### config.mk
export PLATFORM = sky130hd
export DESIGN_NAME = print_arb
export DESIGN_NICKNAME = d
export VERILOG_FILES = /design/src/rtl/print_pkg.sv /design/src/rtl/print_arb_rr_pick.sv /design/src/rtl/print_arb.sv
export SDC_FILE = /design/constraint.sdc
export NUM_CORES = 1
export LEC_CHECK = 0
export ABC_CLOCK_PERIOD_IN_PS = 3200
export CELL_PAD_IN_SITES_DETAIL_PLACEMENT = 1
export CELL_PAD_IN_SITES_GLOBAL_PLACEMENT = 1
export CORE_ASPECT_RATIO = 1.2
export CORE_MARGIN = 1.5
export CORE_UTILIZATION = 31
export CTS_CLUSTER_DIAMETER = 100
export DETAILED_ROUTE_END_ITERATION = 7
export GPL_TIMING_DRIVEN = 0
export PLACE_DENSITY = 0.89
export SLEW_MARGIN = 20
export SYNTH_ARGS = -nofsm -noshare
export SYNTH_HDL_FRONTEND = slang
export SYNTH_SLANG_ARGS = --single-unit
### constraint.sdc
create_clock -name clk -period 3.2 [get_ports clk]
set_input_delay 0.64 -clock clk [delete_from_list [all_inputs] [get_ports clk]]
set_output_delay 0.64 -clock clk [all_outputs]
set_load 0.02 [all_outputs]
### src/rtl/print_pkg.sv
// Shared definitions for the print arbiter: FSM state encoding, default
// character width, idle-counter width and requester-index width.
package print_pkg;

   typedef enum logic {
      IDLE = 1'b0,
      LOCK = 1'b1
   } state_t;

   localparam int unsigned DATA_WID_DEF = 8;
   localparam int unsigned TMO_CNT_W    = 8;
   localparam int unsigned ID_W         = 3;

endpackage

### src/rtl/print_arb_rr_pick.sv
// Combinational round-robin picker.
// Ports:
//   req     - request vector, one bit per requester
//   last_id - previously locked requester; search starts one above it and wraps
//   win_id  - index of the first requesting bit found
//   any     - at least one request is present
module rr_pick
   import print_pkg::*;
#(
   parameter int unsigned NREQ = 4
) (
   input  logic [NREQ-1:0] req,
   input  logic [ID_W-1:0] last_id,
   output logic [ID_W-1:0] win_id,
   output logic            any
);

   // Step k = 1..NREQ visits (last_id + k) mod NREQ; the first requester hit wins.
   always_comb begin
      win_id = '0;
      any    = 1'b0;
      for (int k = 1; k <= int'(NREQ); k++) begin
         for (int j = 0; j < int'(NREQ); j++) begin
            if (!any && req[j] &&
                ((int'(last_id) + k == j) || (int'(last_id) + k == j + int'(NREQ)))) begin
               any    = 1'b1;
               win_id = ID_W'(j);
            end
         end
      end
   end

endmodule

### src/rtl/print_arb.sv
// Print arbiter: locks one requester at a time onto a shared character FIFO
// until it sends an end-of-message character or stays idle for TMO_CYC cycles.
// Ports:
//   clk, nrst  - clock, async active-low reset
//   req_valid  - per-requester character available
//   req_data   - per-requester character, requester i at [i*DATA_WID +: DATA_WID]
//   req_last   - per-requester end-of-message flag
//   req_ready  - per-requester accept (only the locked requester, when FIFO not full)
//   fifo_push  - FIFO push strobe
//   fifo_data  - character to the FIFO
//   fifo_full  - FIFO full flag
//   busy       - a requester holds the lock
//   grant_id   - index of the locked requester (holds when idle)
//   tmo_err    - one-cycle pulse when a lock is released by timeout
module print_arb
   import print_pkg::*;
#(
   parameter int unsigned NREQ     = 4,
   parameter int unsigned DATA_WID = DATA_WID_DEF,
   parameter int unsigned TMO_CYC  = 255
) (
   input  logic                     clk,
   input  logic                     nrst,
   input  logic [NREQ-1:0]          req_valid,
   input  logic [NREQ*DATA_WID-1:0] req_data,
   input  logic [NREQ-1:0]          req_last,
   output logic [NREQ-1:0]          req_ready,
   output logic                     fifo_push,
   output logic [DATA_WID-1:0]      fifo_data,
   input  logic                     fifo_full,
   output logic                     busy,
   output logic [ID_W-1:0]          grant_id,
   output logic                     tmo_err
);

   localparam logic [ID_W-1:0]      LAST_RST = ID_W'(NREQ - 1);
   localparam logic [TMO_CNT_W-1:0] TMO_LIM  = TMO_CNT_W'(TMO_CYC);

   state_t                 state;
   state_t                 state_nxt;
   logic [ID_W-1:0]        grant_nxt;
   logic [ID_W-1:0]        last_id;
   logic [ID_W-1:0]        last_nxt;
   logic [TMO_CNT_W-1:0]   idle_cnt;
   logic [TMO_CNT_W-1:0]   cnt_nxt;

   logic                   sel_valid;
   logic                   sel_last;
   logic [DATA_WID-1:0]    sel_data;
   logic [ID_W-1:0]        pick_id;
   logic                   pick_any;
   logic                   xfer;

   rr_pick #(
      .NREQ (NREQ)
   ) u_rr_pick (
      .req     (req_valid),
      .last_id (last_id),
      .win_id  (pick_id),
      .any     (pick_any)
   );

   // Mux the locked requester's lane.
   always_comb begin
      sel_valid = 1'b0;
      sel_last  = 1'b0;
      sel_data  = '0;
      for (int i = 0; i < int'(NREQ); i++) begin
         if (grant_id == ID_W'(i)) begin
            sel_valid = req_valid[i];
            sel_last  = req_last[i];
            sel_data  = req_data[i*DATA_WID +: DATA_WID];
         end
      end
   end

   // State and lock bookkeeping registers.
   always_ff @(posedge clk or negedge nrst) begin
      if (!nrst) begin
         state    <= IDLE;
         grant_id <= '0;
         last_id  <= LAST_RST;
         idle_cnt <= '0;
      end else begin
         state    <= state_nxt;
         grant_id <= grant_nxt;
         last_id  <= last_nxt;
         idle_cnt <= cnt_nxt;
      end
   end

   // Next-state and lane-steering outputs.
   always_comb begin
      state_nxt = state;
      grant_nxt = grant_id;
      last_nxt  = last_id;
      cnt_nxt   = idle_cnt;
      req_ready = '0;
      fifo_push = 1'b0;
      tmo_err   = 1'b0;
      xfer      = 1'b0;
      fifo_data = sel_data;

      case (state)
         IDLE: begin
            if (pick_any) begin
               grant_nxt = pick_id;
               cnt_nxt   = '0;
               state_nxt = LOCK;
            end
         end
         LOCK: begin
            for (int i = 0; i < int'(NREQ); i++) begin
               if (grant_id == ID_W'(i)) begin
                  req_ready[i] = !fifo_full;
               end
            end
            fifo_push = sel_valid && !fifo_full;
            xfer      = fifo_push;

            // Stall cycles with valid high are not idle.
            if (xfer) begin
               cnt_nxt = '0;
            end else if (!sel_valid) begin
               cnt_nxt = idle_cnt + TMO_CNT_W'(1);
            end

            // A last transfer wins over a coincident timeout.
            if (xfer && sel_last) begin
               last_nxt  = grant_id;
               state_nxt = IDLE;
            end else if (idle_cnt == TMO_LIM) begin
               tmo_err   = 1'b1;
               last_nxt  = grant_id;
               cnt_nxt   = '0;
               state_nxt = IDLE;
            end
         end
         default: begin
            state_nxt = IDLE;
         end
      endcase
   end

   assign busy = (state == LOCK);

endmodule

==> metrics.csv, run 1 <==
metric,value,unit
status,"finished, final reports clean",
critical path type,in -> out,
worst rel slew slack,56.3,%
cells on worst reg2reg path,5,
Max Slew Vio Count,0,
vias in the first global route,1334,
DR vias,1304,
DR iter-0 viols,24,
Final Wtd Congestion,0.822,
Clock Path Buffers,2,
Fill cells,422,
Hold WC Path Type,reg -> reg,
Area growth syn-to-layout,59.4,%
fin area,1910,sq um
Post-DRT Antenna Nets,0,
CTS tree,built,
Worst VDD drop,337,uV
Critical Path RT,2.56,ns
Mean Syn Cell Area,9.89,sq um
CP max stage delay,0.64,ns
Synth Warn #,0,
largest net degree at the start of global routing,14,
PortBufs,59,
Post-synth EDFFs,0,
pre-CTS setup slack,-0.219,ns
Synth Register Bits,13,
# DRC,0,
CTS H-tree depth,1,
worst skew pair latency,0.25,ns
"Worst Setup Slack, final",0.114,ns
period utilization,96.4,%
layout cell share with drive strength beyond 1,13.6,%
min cycle time layout,3.09,ns
first-pass GRT wire length,6.52,mm
total CTS buffers,3,
# IOs,61,
CP Launch Point,req_valid[3],
skew final,0.00185,ns
Crit. End Element,primary output,
Reg-to-Reg End,idle_cnt[0],
Fmax achieved,324,MHz
Worst Path Arrival,2.45,ns
Core Area,3660,sq um
clk root buf,clkbuf_8,
Die Y,71.0,um
clock sinks,13,
Pre-antenna DRT Iters,4,
Leakage,0.762,nW
NumNets Final,229,
Post-Syn Nets,165,
DIE AREA,4240,sq um
Initial Utilization,32.7,%
max-cap viol count,0,
Setup TNS,0,ns
setup repair bufs after CTS,0,
"Seq/Total Area, Yosys",27.4,%
reg2reg start,idle_cnt[1],
"Cell Area, Placed",1850,sq um
die extent in x,59.7,um
RSZ-0062 raised after global routing,false,
GR Util All Layers,20.9,%
initial antenna violation count,0,
Worst-Margin Slew,0.653,ns
# setup viols final,0,
Post-synth top flop,dfrtp_1,
crit path capture,fifo_push,
hpwl dp,3.42,mm
Final Hold Viols,0,
crit path max fanout,8,
library cells used by synthesis,44,
Avg WL per Cell,18.1,um
register clock-pin slew on the reported worst setup and hold paths,0.06,ns
critical path cell sequence,clkdlybuf4s50_1 -> mux2i_2 -> mux2_2 -> nor2_1 -> clkdlybuf4s50_1,
crit start category,input port,
post-layout util,52.0,%
# diodes,0,
cells after synthesis,121,
Vias/cell,5.53,
fraction of registers with async set/reset,100,%
slowest CP cell,clkdlybuf4s50_1,
Site Rows,24,
final WL,4.28,mm
pwr/cell area,734,nW/um^2
GR Overflow Total,0,
Hold WS,0.497,ns
r2r setup slk,1.29,ns
mapped cell area,1200,sq um
CP dominant cell by count,clkdlybuf4s50_1,
-- how the worst min path moves through the flow --
stage                      startpoint     endpoint  slack, ns  cells past startpoint
final                     idle_cnt[7]  idle_cnt[7]       0.50                      1
after global routing      idle_cnt[7]  idle_cnt[7]       0.53                      1
after CTS                 idle_cnt[7]  idle_cnt[7]       0.50                      1
after detailed placement  idle_cnt[7]  idle_cnt[7]       0.49                      1
after global placement    idle_cnt[7]  idle_cnt[7]       0.47                      1
after floorplan                  nrst         busy       0.34                      0
-- state kept, by name, indices dropped and copies added, names as in the netlist --
register / flops
last_id: 2
idle_cnt: 8
grant_id: 2
busy: 1
-- worst max-delay path, delay by kind of cell --
family	cells	cell delay, ns
simple gates	1	0.10
buf+inv	2	1.25
mux	2	0.46
-- where the power goes --
part	total (W)	switching (W)	internal, W
Sequential	0.000278	0.0000501	0.000228
Combinational	0.000966	0.000478	0.000488
Clock	0.000154	0.0000655	0.0000884
-- cells by family (layout without fill, tap and decap cells) --
kind of cell             count (synthesis)  count (layout)  synth area share [%]
AND/OR/NAND/NOR                         47              47                  21.9
flip-flops                              13              13                  27.4
multiplexers                            17              17                  25.2
adder cells (fa/ha/maj)                  1               1                  1.05
buffers and inverters                   11              74                  4.60
other                                    1               1                 0.314
AO/OA/AOI/OAI                           31              31                  19.6
-- metal layers --
metal  track usage, %  routed length [um]  share of wire [%]
met2             37.0                2130                 50
met5                0                   0                  0
met1             22.8                1730                 40
met3             6.03                 352                8.2
met4             8.15                  69                1.6
-- repair_timing --
action / in CTS / in global routing
endpoints found under the hold margin: 0 / 0
hold buffers: 0 / 0
resized for setup: 4 / 1
setup endpoints to repair: 1 / 1
-- cell usage after synthesis (all sizes together) (4+ instances only) --
cell type	instances	area share [%]
dfrtp	11	23
nand2	9	2.8
nor2	10	3.1
a31oi	4	2.1
o31ai	4	2.5
buf	6	3.0
mux4	9	18
nor3	7	3.8
mux2i	5	4.2
or3	5	2.6
nor3b	4	2.5
-- final cells by class --
class,count,area [sq um],share of cell area [%]
multi-input combinational,97,822,43.1
timing repair buffer,59,592,31.0
inverter,3,11.3,0.591
sequential,13,328,17.2
tap,52,65.1,3.41
clock buffer,4,45.0,2.36
buffer,8,43.8,2.30
-- metrics by stage --
| step | std cells | power [W] |
|---|---|---|
| floorplan | 121 | 0.000894 |
| global placement | 232 | 0.00121 |
| detailed placement | 232 | 0.00124 |
| CTS | 236 | 0.00141 |
| global route | 236 | 0.00149 |
| finish | 236 | 0.00140 |
-- layout by cell type, fill, tap and decap left out, types with 3 or more instances in the layout --
cell	instances
a31oi_1	4
nand2b_1	3
mux4_2	5
clkbuf_1	3
dfrtp_1	11
a2bb2oi_1	3
nand2_1	9
mux2_2	3
nor3b_1	4
nor3_1	5
nor2_1	10
mux2i_1	3
or3_1	5
clkbuf_8	3
o31ai_1	4
mux4_1	4
inv_1	3
clkdlybuf4s50_1	57
Power figures use the tool's default switching activity.
==> run 2, diff against run 1 <==
Settings changed: ABC_CLOCK_PERIOD_IN_PS 3200 to 3840.
Clock period 3.2 ns to 3.84 ns, I/O delays scaled along.
==> metrics.csv, run 2 (synthesis results as in run 1) <==
metric,value,unit,change
status,"finished, final reports clean",,
pwr/cell area,611,nW/um^2,-17%
Fill cells,426,,+0.95%
GR Util All Layers,21.1,%,+0.14 points
biggest regs,"idle_cnt x8, grant_id x2, last_id x2",,
worst rel slew slack,56.6,%,+0.27 points
register with the most flip-flops,idle_cnt,,
Post-Place Cells,232,,unchanged
min cycle time layout,3.68,ns,
CTS resizes,0,,-4
critical path cell sequence,clkdlybuf4s50_1 -> mux2i_1 -> o22a_1 -> nor2_1 -> nor3_1 -> clkdlybuf4s50_1,,
# diodes,0,,unchanged
critical path type,in -> out,,
die extent in x,59.7,um,unchanged
register clock-pin slew on the reported worst setup and hold paths,0.06,ns,about the same
Critical Path RT,3.07,ns,+0.51 ns
hpwl dp,3.42,mm,unchanged
reg2reg start,idle_cnt[1],,
skew final,0.00189,ns,+0.0000355 ns
hold depth,1,,unchanged
# IOs,61,,unchanged
Core Area,3660,sq um,unchanged
RSZ-0062 raised after global routing,false,,
Setup TNS,0,ns,unchanged
final WL,4.30,mm,+0.30%
Hold Buf Count CTS,0,,unchanged
Die Y,71.0,um,unchanged
WP buf/inv,2,,unchanged
Reg-to-Reg End,idle_cnt[0],,
max FFs per register,8,,unchanged
setup repair bufs after CTS,0,,unchanged
PortBufs,59,,unchanged
Hold WC Path Type,reg -> reg,,
Area growth syn-to-layout,58.6,%,
Hold EP,idle_cnt[7],,
cells on worst reg2reg path,5,,unchanged
vias in the first global route,1344,,+0.75%
GR Overflow Total,0,,unchanged
Worst VDD drop,281,uV,-17%
CP max stage delay,0.65,ns,about the same
Clock Path Buffers,2,,unchanged
slowest CP cell,clkdlybuf4s50_1,,
initial antenna violation count,0,,unchanged
Fmax achieved,272,MHz,
clock sinks,13,,unchanged
hold_sp,idle_cnt[7],,
cell family with most CP delay,buffers and inverters,,
largest net degree at the start of global routing,14,,unchanged
clk root buf,clkbuf_8,,
max-cap viol count,0,,unchanged
period utilization,95.8,%,
DR vias,1297,,-0.54%
Post-DRT Antenna Nets,0,,unchanged
Worst Path Arrival,2.91,ns,+0.46 ns
total CTS buffers,3,,unchanged
NumNets Final,229,,unchanged
first-pass GRT wire length,6.58,mm,+0.84%
Worst-Margin Slew,0.649,ns,-0.00400 ns
CTS tree,built,,
# setup viols final,0,,unchanged
Initial Utilization,32.7,%,unchanged
DIE AREA,4240,sq um,unchanged
final non-filler cell total,236,,unchanged
"most common cell after layout, fill and taps aside",clkdlybuf4s50_1,,
Final Wtd Congestion,0.822,,unchanged
Vias/cell,5.50,,-0.54%
CP dominant cell by count,clkdlybuf4s50_1,,
DR iter-0 viols,13,,-46%
Max Slew Vio Count,0,,unchanged
crit path max fanout,8,,unchanged
Leakage,0.753,nW,-1.2%
Pre-antenna DRT Iters,4,,unchanged
Site Rows,24,,unchanged
worst skew pair latency,0.25,ns,about the same
Avg WL per Cell,18.2,um,+0.30%
r2r setup slk,1.93,ns,+0.64 ns
crit start category,input port,,
most frequent cells in the layout,"clkdlybuf4s50_1 (59), dfrtp_1 (11), nor2_1 (10)",,
Final Hold Viols,0,,unchanged
layout cell share with drive strength beyond 1,12.0,%,-1.6 points
Crit. End Element,primary output,,
CTS H-tree depth,1,,unchanged
# DRC,0,,unchanged
==> run 2: cell count changes in the layout (fill, tap and decap cells not counted) <==
| cell | change |
|---|---|
| dlymetal6s2s_1 | -1 |
| mux2i_2 | -2 |
| o22a_2 | -1 |
| mux2i_1 | +2 |
| o22a_1 | +1 |
| dlygate4sd2_1 | -1 |
| clkdlybuf4s50_1 | +2 |
==> run 2: how the worst max path moves through the flow <==
stage / startpoint / to / slack, ns / cells after the start
6_report: req_valid[1] / tmo_err / 0.16 / 6
5_1_grt: req_valid[1] / tmo_err / 0.06 / 6
4_1_cts: req_valid[1] / tmo_err / 0.16 / 6
3_5_place_dp: req_valid[1] / tmo_err / 0.16 / 6
3_3_place_gp: req_valid[1] / tmo_err / 0.29 / 6
2_1_floorplan: req_valid[1] / tmo_err / 1.29 / 4
==> run 2: per-layer routing <==
| metal | wire length [um] | global-route usage (%) |
|---|---|---|
| met5 | 0 | 0 |
| met4 | 69 | 8.15 |
| met3 | 356 | 5.85 |
| met2 | 2140 | 37.4 |
| met1 | 1730 | 22.9 |
==> run 2: area by class of cell <==
class,instances,area [sq um],area share (%)
multi-input combinational,97,813,42.9
timing repair buffer,59,591,31.1
sequential,13,328,17.3
tap,52,65.1,3.43
clock buffer,4,45.0,2.37
buffer,8,43.8,2.31
inverter,3,11.3,0.594
==> run 2: power by group <==
| group | leakage (nW) | switching [W] | internal [W] |
|---|---|---|---|
| logic | 0.570 | 0.000398 | 0.000402 |
| clock network | 0.0228 | 0.0000544 | 0.0000737 |
| registers | 0.160 | 0.0000411 | 0.000190 |
==> run 2: per-stage QoR <==
step	total power, W	worst slack [ns]	cell area, sq um	utilization (%)	hold slack, ns
after floorplan	0.000745	1.29	1200	-	0.451
after global placement	0.00101	0.294	1850	50.5	0.472
after detailed placement	0.00104	0.165	1850	50.5	0.488
after CTS	0.00117	0.160	1900	51.8	0.496
after global routing	0.00124	0.0582	1900	51.8	0.531
final	0.00116	0.163	1900	51.8	0.495
==> run 3, diff against run 2 <==
Settings changed: HOLD_SLACK_MARGIN from default to 0.15, REMOVE_ABC_BUFFERS from default to 1.
==> metrics.csv, run 3 (synthesis results as in run 1) <==
metric,value,unit,change
CTS tree,built,,
worst skew pair latency,0.25,ns,about the same
clk root buf,clkbuf_8,,
crit start category,input port,,
min cycle time layout,3.70,ns,+0.0198 ns
"most common cell after layout, fill and taps aside",clkdlybuf4s50_1,,
status,"finished, final reports clean",,
Worst VDD drop,217,uV,-23%
CTS H-tree depth,1,,unchanged
hpwl dp,3.45,mm,+0.92%
Final Wtd Congestion,0.835,,+1.5%
layout cell share with drive strength beyond 1,11.4,%,-0.59 points
Hold WS,0.504,ns,+0.00921 ns
# setup viols final,0,,unchanged
max-cap viol count,0,,unchanged
GR Overflow Total,0,,unchanged
Avg WL per Cell,19.2,um,+5.6%
Initial Utilization,32.7,%,unchanged
Hold WC Path Type,reg -> reg,,
die extent in x,59.7,um,unchanged
Post-Place Cells,224,,-3.4%
NumNets Final,221,,-3.5%
most frequent cells in the layout,"clkdlybuf4s50_1 (59), nor2_1 (10), dfrtp_1 (10)",,
period utilization,96.3,%,+0.52 points
multi-input gate area in the final layout,817,sq um,+0.46%
critical path type,in -> out,,
Final Hold Viols,0,,unchanged
final non-filler cell total,228,,-3.4%
initial antenna violation count,0,,unchanged
Die Y,71.0,um,unchanged
vias in the first global route,1434,,+6.7%
largest net degree at the start of global routing,21,,+7
crit path max fanout,8,,unchanged
Area growth syn-to-layout,55.3,%,
# diodes,0,,unchanged
clock sinks,13,,unchanged
register area,329,sq um,+0.38%
Setup TNS,0,ns,unchanged
register with the most flip-flops,idle_cnt,,
max FFs per register,8,,unchanged
skew final,0.00491,ns,+0.00302 ns
final WL,4.38,mm,+2.0%
first-pass GRT wire length,6.98,mm,+6.2%
setup repair bufs after CTS,0,,unchanged
worst rel slew slack,56.0,%,-0.57 points
Core Area,3660,sq um,unchanged
GR Util All Layers,21.5,%,+0.48 points
Worst Path Arrival,2.93,ns,+0.02 ns
PortBufs,59,,unchanged
# IOs,61,,unchanged
pwr/cell area,617,nW/um^2,+0.94%
Vias/cell,5.63,,+2.5%
Critical Path RT,3.07,ns,about the same
biggest regs,"idle_cnt x8, grant_id x2, last_id x2",,
RSZ-0062 raised after global routing,false,,
Leakage,0.727,nW,-3.4%
Worst-Margin Slew,0.660,ns,+0.0105 ns
register clock-pin slew on the reported worst setup and hold paths,0.06,ns,about the same
Clock Path Buffers,2,,unchanged
Fill cells,425,,-0.23%
total CTS buffers,3,,unchanged
# DRC,0,,unchanged
Pre-antenna DRT Iters,4,,unchanged
Crit. End Element,primary output,,
DIE AREA,4240,sq um,unchanged
Max Slew Vio Count,0,,unchanged
Post-DRT Antenna Nets,0,,unchanged
Site Rows,24,,unchanged
DR iter-0 viols,35,,+22
DR vias,1284,,-1.0%
Fmax achieved,270,MHz,-0.54%
run 3: routing by layer:
metal	track usage (%)	up-vias	routed length [um]	part of all wire [%]
li1	-	591	-	-
met1	26.2	637	1810	41
met2	38.6	53	2240	51
met3	3.11	3	292	6.7
met4	5.68	0	36	0.82
met5	0	-	0	0
run 3: path summary, 6_finish.rpt:
kind                                to    startpoint  cells after the start  slack [ns]
max                            tmo_err  req_valid[1]                      6        0.14
min                        idle_cnt[7]   idle_cnt[7]                      1        0.50
max reg2reg                idle_cnt[6]   grant_id[0]                      4        1.73
min reg2reg                idle_cnt[7]   idle_cnt[7]                      1        0.50
max in group asynchronous  grant_id[0]          nrst                      1        2.49
min in group asynchronous  grant_id[0]          nrst                      1        0.91
run 3: layout make-up:
cell class	count	area share (%)
Sequential cell	13	17.7
Multi-Input combinational cell	97	44.0
Inverter	3	0.606
Clock buffer	4	2.42
Timing Repair Buffer	59	31.8
Tap cell	52	3.50
run 3: where the power goes:
| part | switching, W | internal (W) |
|---|---|---|
| clock | 0.0000549 | 0.0000736 |
| sequential | 0.000130 | 0.000191 |
| combinational | 0.000315 | 0.000383 |
| total | 0.000499 | 0.000647 |
run 3: through the flow:
stage / worst slack (ns) / util [%] / area [sq um] / power [W]
2_1_floorplan: 1.04 / - / 1150 / 0.000719
3_3_place_gp: 0.273 / 49.4 / 1810 / 0.000975
3_5_place_dp: 0.176 / 49.4 / 1810 / 0.00102
4_1_cts: 0.165 / 50.6 / 1850 / 0.00115
5_1_grt: 0.0184 / 50.7 / 1860 / 0.00123
6_report: 0.143 / 50.7 / 1860 / 0.00115
run 3: critical path, stage by stage:
cell	delay, ns
clkdlybuf4s50_1	0.53
mux2i_1	0.34
o22a_1	0.33
nor2_1	0.11
nor3_1	0.20
clkdlybuf4s50_1	0.65
run 3: what timing repair did:
item                                    in CTS  in global routing
resized for setup                            0                  2
endpoints found under the setup margin       0                  1
hold buffers                                 0                  0
